`config.mk`:
```
export PLATFORM = sky130hd
export DESIGN_NAME = muldiv_unit_flat
export DESIGN_NICKNAME = d
export VERILOG_FILES = /design/src/rtl/muldiv_unit_if.sv /design/src/rtl/muldiv_unit.sv /design/src/flat_wrapper.sv
export SDC_FILE = /design/constraint.sdc
export NUM_CORES = 1
export LEC_CHECK = 0
export CAP_MARGIN = 10
export CELL_PAD_IN_SITES_DETAIL_PLACEMENT = 1
export CELL_PAD_IN_SITES_GLOBAL_PLACEMENT = 1
export CORE_UTILIZATION = 43
export CTS_CLUSTER_SIZE = 10
export DETAILED_ROUTE_END_ITERATION = 10
export PLACE_DENSITY = 0.84
export SLEW_MARGIN = 10
export SYNTH_ARGS = -nofsm -noshare
export SYNTH_HDL_FRONTEND = slang
export SYNTH_SLANG_ARGS = --single-unit
```
`constraint.sdc`:
```
create_clock -name clk -period 5.2 [get_ports clk]
set_input_delay 1.04 -clock clk [delete_from_list [all_inputs] [get_ports clk]]
set_output_delay 1.04 -clock clk [all_outputs]
set_load 0.01 [all_outputs]
```
`src/rtl/muldiv_unit_if.sv`:
```
// rtl/muldiv_unit_if.sv - issue/result bundle between the execute stage and muldiv_unit
//
// Purpose: groups the launch request, direct HI/LO writes and the HI/LO/status
// outputs of the multiply/divide engine.
// Signals:
//   start           launch request (sampled only while busy=0)
//   op[1:0]         00 MULT, 01 MULTU, 10 DIV, 11 DIVU
//   src_a, src_b    rs / rt operands
//   hi_we, lo_we    direct HI / LO write (MTHI / MTLO)
//   wdata           data for hi_we / lo_we
//   busy            operation in flight
//   done            one-cycle pulse, hi/lo carry the new result
//   hi, lo          architectural HI / LO registers
// Modports: master = core side, slave = muldiv_unit side.
interface muldiv_unit_if #(
  parameter int XLEN = 32
);
  logic            start;
  logic [1:0]      op;
  logic [XLEN-1:0] src_a;
  logic [XLEN-1:0] src_b;
  logic            hi_we;
  logic            lo_we;
  logic [XLEN-1:0] wdata;
  logic            busy;
  logic            done;
  logic [XLEN-1:0] hi;
  logic [XLEN-1:0] lo;

  modport master (
    output start, op, src_a, src_b, hi_we, lo_we, wdata,
    input  busy, done, hi, lo
  );

  modport slave (
    input  start, op, src_a, src_b, hi_we, lo_we, wdata,
    output busy, done, hi, lo
  );
endinterface

```
`src/rtl/muldiv_unit.sv`:
```
// rtl/muldiv_unit.sv - iterative MULT/MULTU/DIV/DIVU engine owning HI/LO
//
// Purpose: radix-2 shift-add multiplier and restoring divider, one bit per
// cycle over XLEN steps, with sign handling via magnitudes. Writes HI/LO on
// the edge that enters FINISH, so done and the new hi/lo appear together.
// Ports:
//   clk   clock, rising edge
//   rst   synchronous active-high reset (aborts any operation)
//   bus   muldiv_unit_if.slave: start/op/src_a/src_b, hi_we/lo_we/wdata,
//         busy/done/hi/lo
// Build option: MULDIV_FAST_MULT_EN - when defined, MULT/MULTU finish in one
// cycle using a single full-width multiplier; divide is unchanged.
module muldiv_unit #(
  parameter int XLEN = 32
) (
  input logic          clk,
  input logic          rst,
  muldiv_unit_if.slave bus
);

  localparam int CW = $clog2(XLEN);

  typedef enum logic [1:0] {IDLE, CALC, FINISH} state_t;

  state_t            state;
  logic [CW-1:0]     cnt;
  logic              is_div;
  logic              neg_q;    // product / quotient must be negated
  logic              neg_r;    // remainder must be negated (dividend sign)
  logic [XLEN-1:0]   opnd;     // multiplicand or divisor magnitude
  logic [2*XLEN-1:0] acc;      // mult: {partial, multiplier}; div: {rem, dividend/quotient}
  logic              busy_q;
  logic              done_q;
  logic [XLEN-1:0]   hi_q;
  logic [XLEN-1:0]   lo_q;

  // Operand magnitudes at launch; MULTU/DIVU (op[0]=1) are taken as-is.
  logic            a_neg, b_neg;
  logic [XLEN-1:0] a_mag, b_mag;

  assign a_neg = ~bus.op[0] & bus.src_a[XLEN-1];
  assign b_neg = ~bus.op[0] & bus.src_b[XLEN-1];
  assign a_mag = a_neg ? -bus.src_a : bus.src_a;
  assign b_mag = b_neg ? -bus.src_b : bus.src_b;

`ifdef MULDIV_FAST_MULT_EN
  // Sign/zero-extending to 2*XLEN makes one truncated product correct for both MULT and MULTU.
  logic [2*XLEN-1:0] fast_prod;
  assign fast_prod = {{XLEN{a_neg}}, bus.src_a} * {{XLEN{b_neg}}, bus.src_b};
`endif

  // One iteration step plus the sign-corrected view of its result.
  logic [XLEN:0]     add_sum;
  logic [XLEN:0]     sub_diff;
  logic [2*XLEN-1:0] acc_nxt;
  logic [2*XLEN-1:0] prod_fix;
  logic [XLEN-1:0]   quo_fix;
  logic [XLEN-1:0]   rem_fix;

  always_comb begin
    add_sum  = {1'b0, acc[2*XLEN-1:XLEN]} + {1'b0, opnd};
    // Shifted remainder is the top XLEN+1 bits of acc; borrow in the MSB means restore.
    sub_diff = acc[2*XLEN-1:XLEN-1] - {1'b0, opnd};
    if (is_div) begin
      if (!sub_diff[XLEN]) acc_nxt = {sub_diff[XLEN-1:0], acc[XLEN-2:0], 1'b1};
      else                 acc_nxt = {acc[2*XLEN-2:0], 1'b0};
    end else begin
      if (acc[0]) acc_nxt = {add_sum, acc[XLEN-1:1]};
      else        acc_nxt = {1'b0, acc[2*XLEN-1:1]};
    end
    prod_fix = neg_q ? -acc_nxt : acc_nxt;
    quo_fix  = neg_q ? -acc_nxt[XLEN-1:0] : acc_nxt[XLEN-1:0];
    rem_fix  = neg_r ? -acc_nxt[2*XLEN-1:XLEN] : acc_nxt[2*XLEN-1:XLEN];
  end

  always_ff @(posedge clk) begin
    if (rst) begin
      state  <= IDLE;
      cnt    <= '0;
      is_div <= 1'b0;
      neg_q  <= 1'b0;
      neg_r  <= 1'b0;
      opnd   <= '0;
      acc    <= '0;
      busy_q <= 1'b0;
      done_q <= 1'b0;
      hi_q   <= '0;
      lo_q   <= '0;
    end else begin
      case (state)
        IDLE: begin
          done_q <= 1'b0;
          if (bus.hi_we) hi_q <= bus.wdata;
          if (bus.lo_we) lo_q <= bus.wdata;
          if (bus.start) begin
            is_div <= bus.op[1];
            neg_q  <= a_neg ^ b_neg;
            neg_r  <= a_neg;
            cnt    <= '0;
            busy_q <= 1'b1;
            // Result assignments below come after the direct writes so they win.
            if (bus.op[1] && (bus.src_b == '0)) begin
              hi_q   <= bus.src_a;
              lo_q   <= '1;
              done_q <= 1'b1;
              state  <= FINISH;
            end
`ifdef MULDIV_FAST_MULT_EN
            else if (!bus.op[1]) begin
              {hi_q, lo_q} <= fast_prod;
              done_q       <= 1'b1;
              state        <= FINISH;
            end
`endif
            else begin
              state <= CALC;
              if (bus.op[1]) begin
                acc  <= {{XLEN{1'b0}}, a_mag};
                opnd <= b_mag;
              end else begin
                acc  <= {{XLEN{1'b0}}, b_mag};
                opnd <= a_mag;
              end
            end
          end
        end
        CALC: begin
          acc <= acc_nxt;
          cnt <= cnt + 1'b1;
          if (cnt == CW'(XLEN-1)) begin
            state  <= FINISH;
            done_q <= 1'b1;
            if (is_div) begin
              hi_q <= rem_fix;
              lo_q <= quo_fix;
            end else begin
              {hi_q, lo_q} <= prod_fix;
            end
          end
        end
        FINISH: begin
          done_q <= 1'b0;
          busy_q <= 1'b0;
          state  <= IDLE;
        end
        default: state <= IDLE;
      endcase
    end
  end

  assign bus.busy = busy_q;
  assign bus.done = done_q;
  assign bus.hi   = hi_q;
  assign bus.lo   = lo_q;

endmodule

```
`src/flat_wrapper.sv`:
```
// flat-port wrapper written by rule: the top's interface ports become plain ports
module muldiv_unit_flat 
#(
  parameter int XLEN = 32
)
  (clk, rst, bus_start, bus_op, bus_src_a, bus_src_b, bus_hi_we, bus_lo_we, bus_wdata, bus_busy, bus_done, bus_hi, bus_lo);
  muldiv_unit_if #(.XLEN(XLEN)) bus_i ();
  input logic clk;
  input logic rst;
  input wire logic [$bits(bus_i.start)-1:0] bus_start;
  input wire logic [$bits(bus_i.op)-1:0] bus_op;
  input wire logic [$bits(bus_i.src_a)-1:0] bus_src_a;
  input wire logic [$bits(bus_i.src_b)-1:0] bus_src_b;
  input wire logic [$bits(bus_i.hi_we)-1:0] bus_hi_we;
  input wire logic [$bits(bus_i.lo_we)-1:0] bus_lo_we;
  input wire logic [$bits(bus_i.wdata)-1:0] bus_wdata;
  output wire logic [$bits(bus_i.busy)-1:0] bus_busy;
  output wire logic [$bits(bus_i.done)-1:0] bus_done;
  output wire logic [$bits(bus_i.hi)-1:0] bus_hi;
  output wire logic [$bits(bus_i.lo)-1:0] bus_lo;
  assign bus_i.start = bus_start;
  assign bus_i.op = bus_op;
  assign bus_i.src_a = bus_src_a;
  assign bus_i.src_b = bus_src_b;
  assign bus_i.hi_we = bus_hi_we;
  assign bus_i.lo_we = bus_lo_we;
  assign bus_i.wdata = bus_wdata;
  assign bus_busy = bus_i.busy;
  assign bus_done = bus_i.done;
  assign bus_hi = bus_i.hi;
  assign bus_lo = bus_i.lo;
  muldiv_unit #(.XLEN(XLEN)) u_core (.clk(clk), .rst(rst), .bus(bus_i));
endmodule
```
### Yosys cells after proc, flatten, opt, wreduce, memory -nomap -nowiden

Index checks and enable logic that the tools add are counted.

* register bits: 172
* bits of input ports: 103
* output and inout bits: 66
* logic and storage cells: 81

* add/subtract/negate cells: 8
* equal/unequal tests: 6
* multiplexer cells: 37
* bitwise gates (word level): 5
* reduce and logical (&&, ||, !) cells: 14

Operators with widths (number)
* $mux W32: 16
* $mux W64: 6
* $neg A32 Y32: 4
* $pmux W32 S2: 2
* $pmux W64 S2: 1
* $neg A64 Y64: 1
* $add A32 B32 Y33: 1
* $sub A33 B32 Y33: 1
* $logic_not A32 Y1: 1
* $reduce_and A2 Y1: 6
* $pmux W5 S2: 1
* $mux W2: 3
* $reduce_and A3 Y1: 2
* $add A5 B1 Y5 const B: 1
* $eq A5 B5 Y1 const B: 1
* $mux W5: 1
* $mux W1: 4
* $ne A2 B2 Y1 const B: 2
* $pmux W2 S2: 1
* $reduce_bool A2 Y1: 2
* $pmux W1 S3: 1
* $reduce_bool A3 Y1: 1
* $and A1 B1 Y1: 2
* $eq A2 B1 Y1 const B: 1
* 7 further kinds: 8

### Logic depth before layout (Yosys ltp)

* depth after elaboration: 8
* depth in mapped cells: 24

### Worst setup path before layout

No wires, ideal clock.

* kind: flip-flop to flip-flop
* start point: register u_core.acc[31]
* end point: register u_core.hi_q[22], in the netlist u_core.bus.hi[22]
* data arrival time: 4.545 ns
* path slack: 0.560 ns
* stages on the path, launching flop included: 23
* path buffers: 2
* cells stage by stage: dfxtp_1 -> inv_1 -> ha_1 -> fa_1 -> nand2b_1 -> a2111oi_4 -> o21ai_2 -> a21boi_2 -> o21ai_1 -> buf_4 -> nand2_2 -> clkbuf_1 -> o21ai_0 -> a21oi_1 -> ha_1 -> nand3_1 -> a21oi_1 -> nand2_1 -> nand2_1 -> nand3_1 -> o41ai_2 -> xnor2_1 -> a221oi_1

* longest elaborated chain between the ends: 8
* elaborated cells on any way between the ends: 11

RTL lines
* start, declared: RTL line muldiv_unit.sv:31 `logic [2*XLEN-1:0] acc;`
* start signal, assigned: RTL line muldiv_unit.sv:118 `acc <= {{XLEN{1'b0}}, a_mag};`
* start signal, assigned: RTL line muldiv_unit.sv:121 `acc <= {{XLEN{1'b0}}, b_mag};`
* start signal, assigned: RTL line muldiv_unit.sv:128 `acc <= acc_nxt;`
* $sub A33 B32 Y33: RTL line muldiv_unit.sv:63 `sub_diff = acc[2*XLEN-1:XLEN-1] - {1'b0, opnd};`
* $mux W64: RTL line muldiv_unit.sv:65 `if (!sub_diff[XLEN]) acc_nxt = {sub_diff[XLEN-1:0], acc[XLEN-2:0], 1'b1};`
* $mux W64 (*): RTL line muldiv_unit.sv:64 `if (is_div) begin`
* $neg A64 Y64 / $neg A32 Y32 (equally long branches): RTL line muldiv_unit.sv:71, muldiv_unit.sv:73
* $mux W64 / $mux W32 (equally long branches): RTL line muldiv_unit.sv:71, muldiv_unit.sv:73
* $mux W32 (*): RTL line muldiv_unit.sv:133 `if (is_div) begin`
* $mux W32 (*): RTL line muldiv_unit.sv:130 `if (cnt == CW'(XLEN-1)) begin`
* $pmux W32 S2 (*): RTL line muldiv_unit.sv:90 `case (state)`
* end signal, assigned: RTL line muldiv_unit.sv:93 `if (bus.hi_we) hi_q <= bus.wdata;`
* end signal, assigned: RTL line muldiv_unit.sv:134 `hi_q <= rem_fix;`
* end signal, assigned: RTL line muldiv_unit.sv:137 `{hi_q, lo_q} <= prod_fix;`
* end, declared: RTL line muldiv_unit.sv:34 `logic [XLEN-1:0] hi_q;`

Every way passes the cells marked *; elsewhere a longest branch is shown, timed or not. The select of a mux whose other input is x is not followed.
A chain may end at the register's enable or synchronous reset.

### Worst setup path after layout

* start point: register u_core.acc[31]
* end point: register u_core.hi_q[18], in the netlist u_core.bus.hi[18]

Same word-level chain as after synthesis.

==> flow_summary.yaml <==
synth:
  postSynthAreaPerCell_sq_um: 7.11
  yosys_warnings: 0
  synthesis.area_sq_um: 16900
  syn_inst: 2379
  syn_nets: 2557
  synth_top_family_by_area: "compound AO/OA/AOI/OAI gates"
  yosysSeqAreaShare: 0.204
  yosysMostFrequentCell: "nor2_1"
  synth.area.top_cells: "dfxtp_1 20%, a21oi_1 7.3%, nor2_1 6.3%"
  synth_seq_cells: 172
  yosys.area.top_type: "dfxtp_1"
  synth-simple-area-share: 0.232
  yosysTopAreaCellShare: 0.204
  yosysUniqueCellTypes: 105
  synthFlopType: "dfxtp_1"
  synth_common_cells: "282 x nor2_1, 245 x a21oi_1, 232 x nand2_1, 172 x dfxtp_1, 157 x o21ai_0"
  synth_xor_area_frac: 0.0787
  async_flop_share: 0
  synthAdderAreaFrac: 0.0564
  synthMuxAreaShare: 0.0521
  synth_compound_area_frac: 0.323
  synth_edf_count: 0
floorplanning:
  die_y_microns: 200
  die_w_microns: 200
  rows: 72
  coreArea_sq_um: 38700
  pin_count: 169
  dieArea_sq_um: 40100
  start_util: 0.437
flow_run:
  drv_cap: 0
global_route:
  grt.met2_usage: 0.594
  use_met1: 0.561
  grt_usage: 0.406
  busiest_layer: "met2"
  grt_antenna_before_repair: 6
  grt_max_degree: 83
  grt.overflow.total: 0
  grt_pass1_wl_mm: 126
  first_global_vias: 19700
  use_met3: 0.0960
placed_design:
  numPortBuffers: 168
  placed_area_sq_um: 19500
  gp_congestion: 1.07
  dp_hpwl_mm: 65.5
layout:
  drive_above_1_share: 0.0899
  antenna_cells: 0
  area_growth_pct: 19.4
  final_area_sq_um: 20200
  utilization: 0.521
  final_nets: 2702
sta:
  setup_viol: 0
  period_needed_ns: 5.03
  slew_headroom: 0.248
  fmax_ghz: 0.199
  worst_slew_pin_slew_ns: 1.13
  finalHoldViolCount: 0
  post-route-period-util: 0.967
  hold_slack_ns: 0.497
  maxSlewViolCount: 0
  clock_skew_ns: 0.0222
clock_tree:
  h-tree-depth: 4
  clockBufferDepth: 2
  clk_latency_ns: 0.48
  clk_pin_slew_ns: 0.08
  clock_sinks: 172
  cts_tree: "done"
  clock-root-buffer: "clkbuf_16"
  numCtsBuffers: 17
  holdBufCountCts: 0
detailed_routing:
  ant_nets: 0
  first_pass_iters: 6
  routed_wl_mm: 84.0
  wl_per_cell_microns: 27.5
  drt-initial-drc-count: 2246
  num_vias: 20300
  via_per_inst: 6.65
  drc: 0
worst_hold_path:
  hp-start: "u_core.opnd[2]"
  hold_depth: 2
  min_to: "u_core.opnd[2]"
  hold_class: "reg -> reg"
power_and_ir_drop:
  finalPower_mw: 7.35
  ir_drop_mv: 0.235
  p_leak_nw: 7.70
  power_density_nw_per_um2: 364
critical_path:
  required_ns: 5.51
  r2r_end: "u_core.bus.hi[18]"
  critPathKind: "reg -> reg"
  arrival_ns: 5.34
  critPathMaxFanout: 14
  worstRegToRegCells: 19
  endpoint_kind: "flip-flop"
  timing.rr.start: "u_core.acc[31]"
  rrSetupSlack_ns: 0.17
  critPathLaunchType: "flip-flop"
run_status:
  status: "finished, final reports clean"
[layout by cell type (no fill, tap or decap), types with 31 or more instances in the layout]
master           netlist  routed
nor2_1               282     281
a21oi_1              245     243
nand2_1              232     231
dfxtp_1              172     169
clkdlybuf4s50_1        0     165
o21ai_0              157     155
buf_4                  4     109
xnor2_1               92      92
mux2i_1               82      82
inv_1                 74      74
ha_1                  73      72
a211oi_1              71      71
nor3_1                63      63
xor2_1                60      60
o211ai_1              50      50
nand3_1               43      42
nor2b_1               33      33
a22oi_1               32      31
[how the worst max path moves through the flow]
stage	slack [ns]	cells after the start	to	startpoint
global placement	-0.38	16	u_core.bus.hi[28]	u_core.acc[32]
detailed placement	-0.1	15	u_core.bus.hi[28]	u_core.acc[32]
finish	0.17	19	u_core.bus.hi[18]	u_core.acc[31]
CTS	0.02	21	u_core.bus.hi[22]	u_core.acc[31]
global route	-0.05	22	u_core.bus.hi[30]	u_core.acc[31]
floorplan	0.56	22	u_core.bus.hi[22]	u_core.acc[31]
[power breakdown]
part           leakage (nW)  internal, mW  switching [mW]
Combinational          6.02          1.52            2.67
Clock                 0.274         0.639           0.699
Sequential             1.41          1.56           0.253
[worst max-delay path: stages (launching register included)]
cell and delay [ns]:
dfxtp_2 0.37, inv_1 0.10, ha_1 0.24, fa_1 0.40
nand2b_1 0.23, a2111oi_4 0.45, o21ai_2 0.17, a21bo_2 0.29
a21oi_2 0.20, buf_4 0.24, buf_6 0.19, or3_1 0.14
a32oi_1 0.12, buf_4 0.22, nor3_1 0.44, nand2_1 0.14
a2111oi_0 0.52, nor2_1 0.15, nand3b_1 0.12, o221ai_1 0.11
[per-layer routing]
layer  vias to the layer above  part of all wire
met4                         8             0.047
met1                     10100              0.44
li1                       9040                 -
met5                         -           0.00060
met3                       188             0.095
met2                       979              0.42
[logic make-up (layout without fill, tap and decap cells)]
kind of cell    after synthesis  in the layout
compound gates              829            829
xor+xnor                    152            152
fa+ha+maj                    75             75
buf+inv                     232            390
flops                       172            172
mux                          87             87
simple gates                832            832
[registers in the layout, indices dropped and copies added, names as in the netlist, 2 cells and up]
| name | cells |
|---|---|
| u_core.bus.lo | 32 |
| u_core.state | 2 |
| u_core.cnt | 5 |
| u_core.acc | 64 |
| u_core.bus.hi | 32 |
| u_core.opnd | 32 |
[what timing repair did]
action / 4_1_cts / 5_1_grt
pin swaps: 0 / 5
gates resized for setup: 1 / 15
endpoints found under the setup margin: 1 / 19
buffers inserted: 0 / 5
[metrics by stage]
| stage | instances | setup slack (ns) | TNS [ns] |
|---|---|---|---|
| global placement | 3018 | -0.384 | -0.384 |
| floorplan | 2379 | 0.560 | 0 |
| finish | 3055 | 0.174 | 0 |
| CTS | 3050 | 0.0249 | 0 |
| detailed placement | 3018 | -0.0981 | -0.0981 |
| global route | 3055 | -0.0492 | -0.0808 |
[final cells by class]
cell class / count / area [sq um]
Inverter: 77 / 289
Fill cell: 4915 / 18600
Tap cell: 518 / 648
Multi-Input combinational cell: 1975 / 12700
Timing Repair Buffer: 281 / 2570
Sequential cell: 172 / 3450
Clock inverter: 15 / 145
Clock buffer: 17 / 425
No activity file was read; power rests on OpenSTA's default activity.
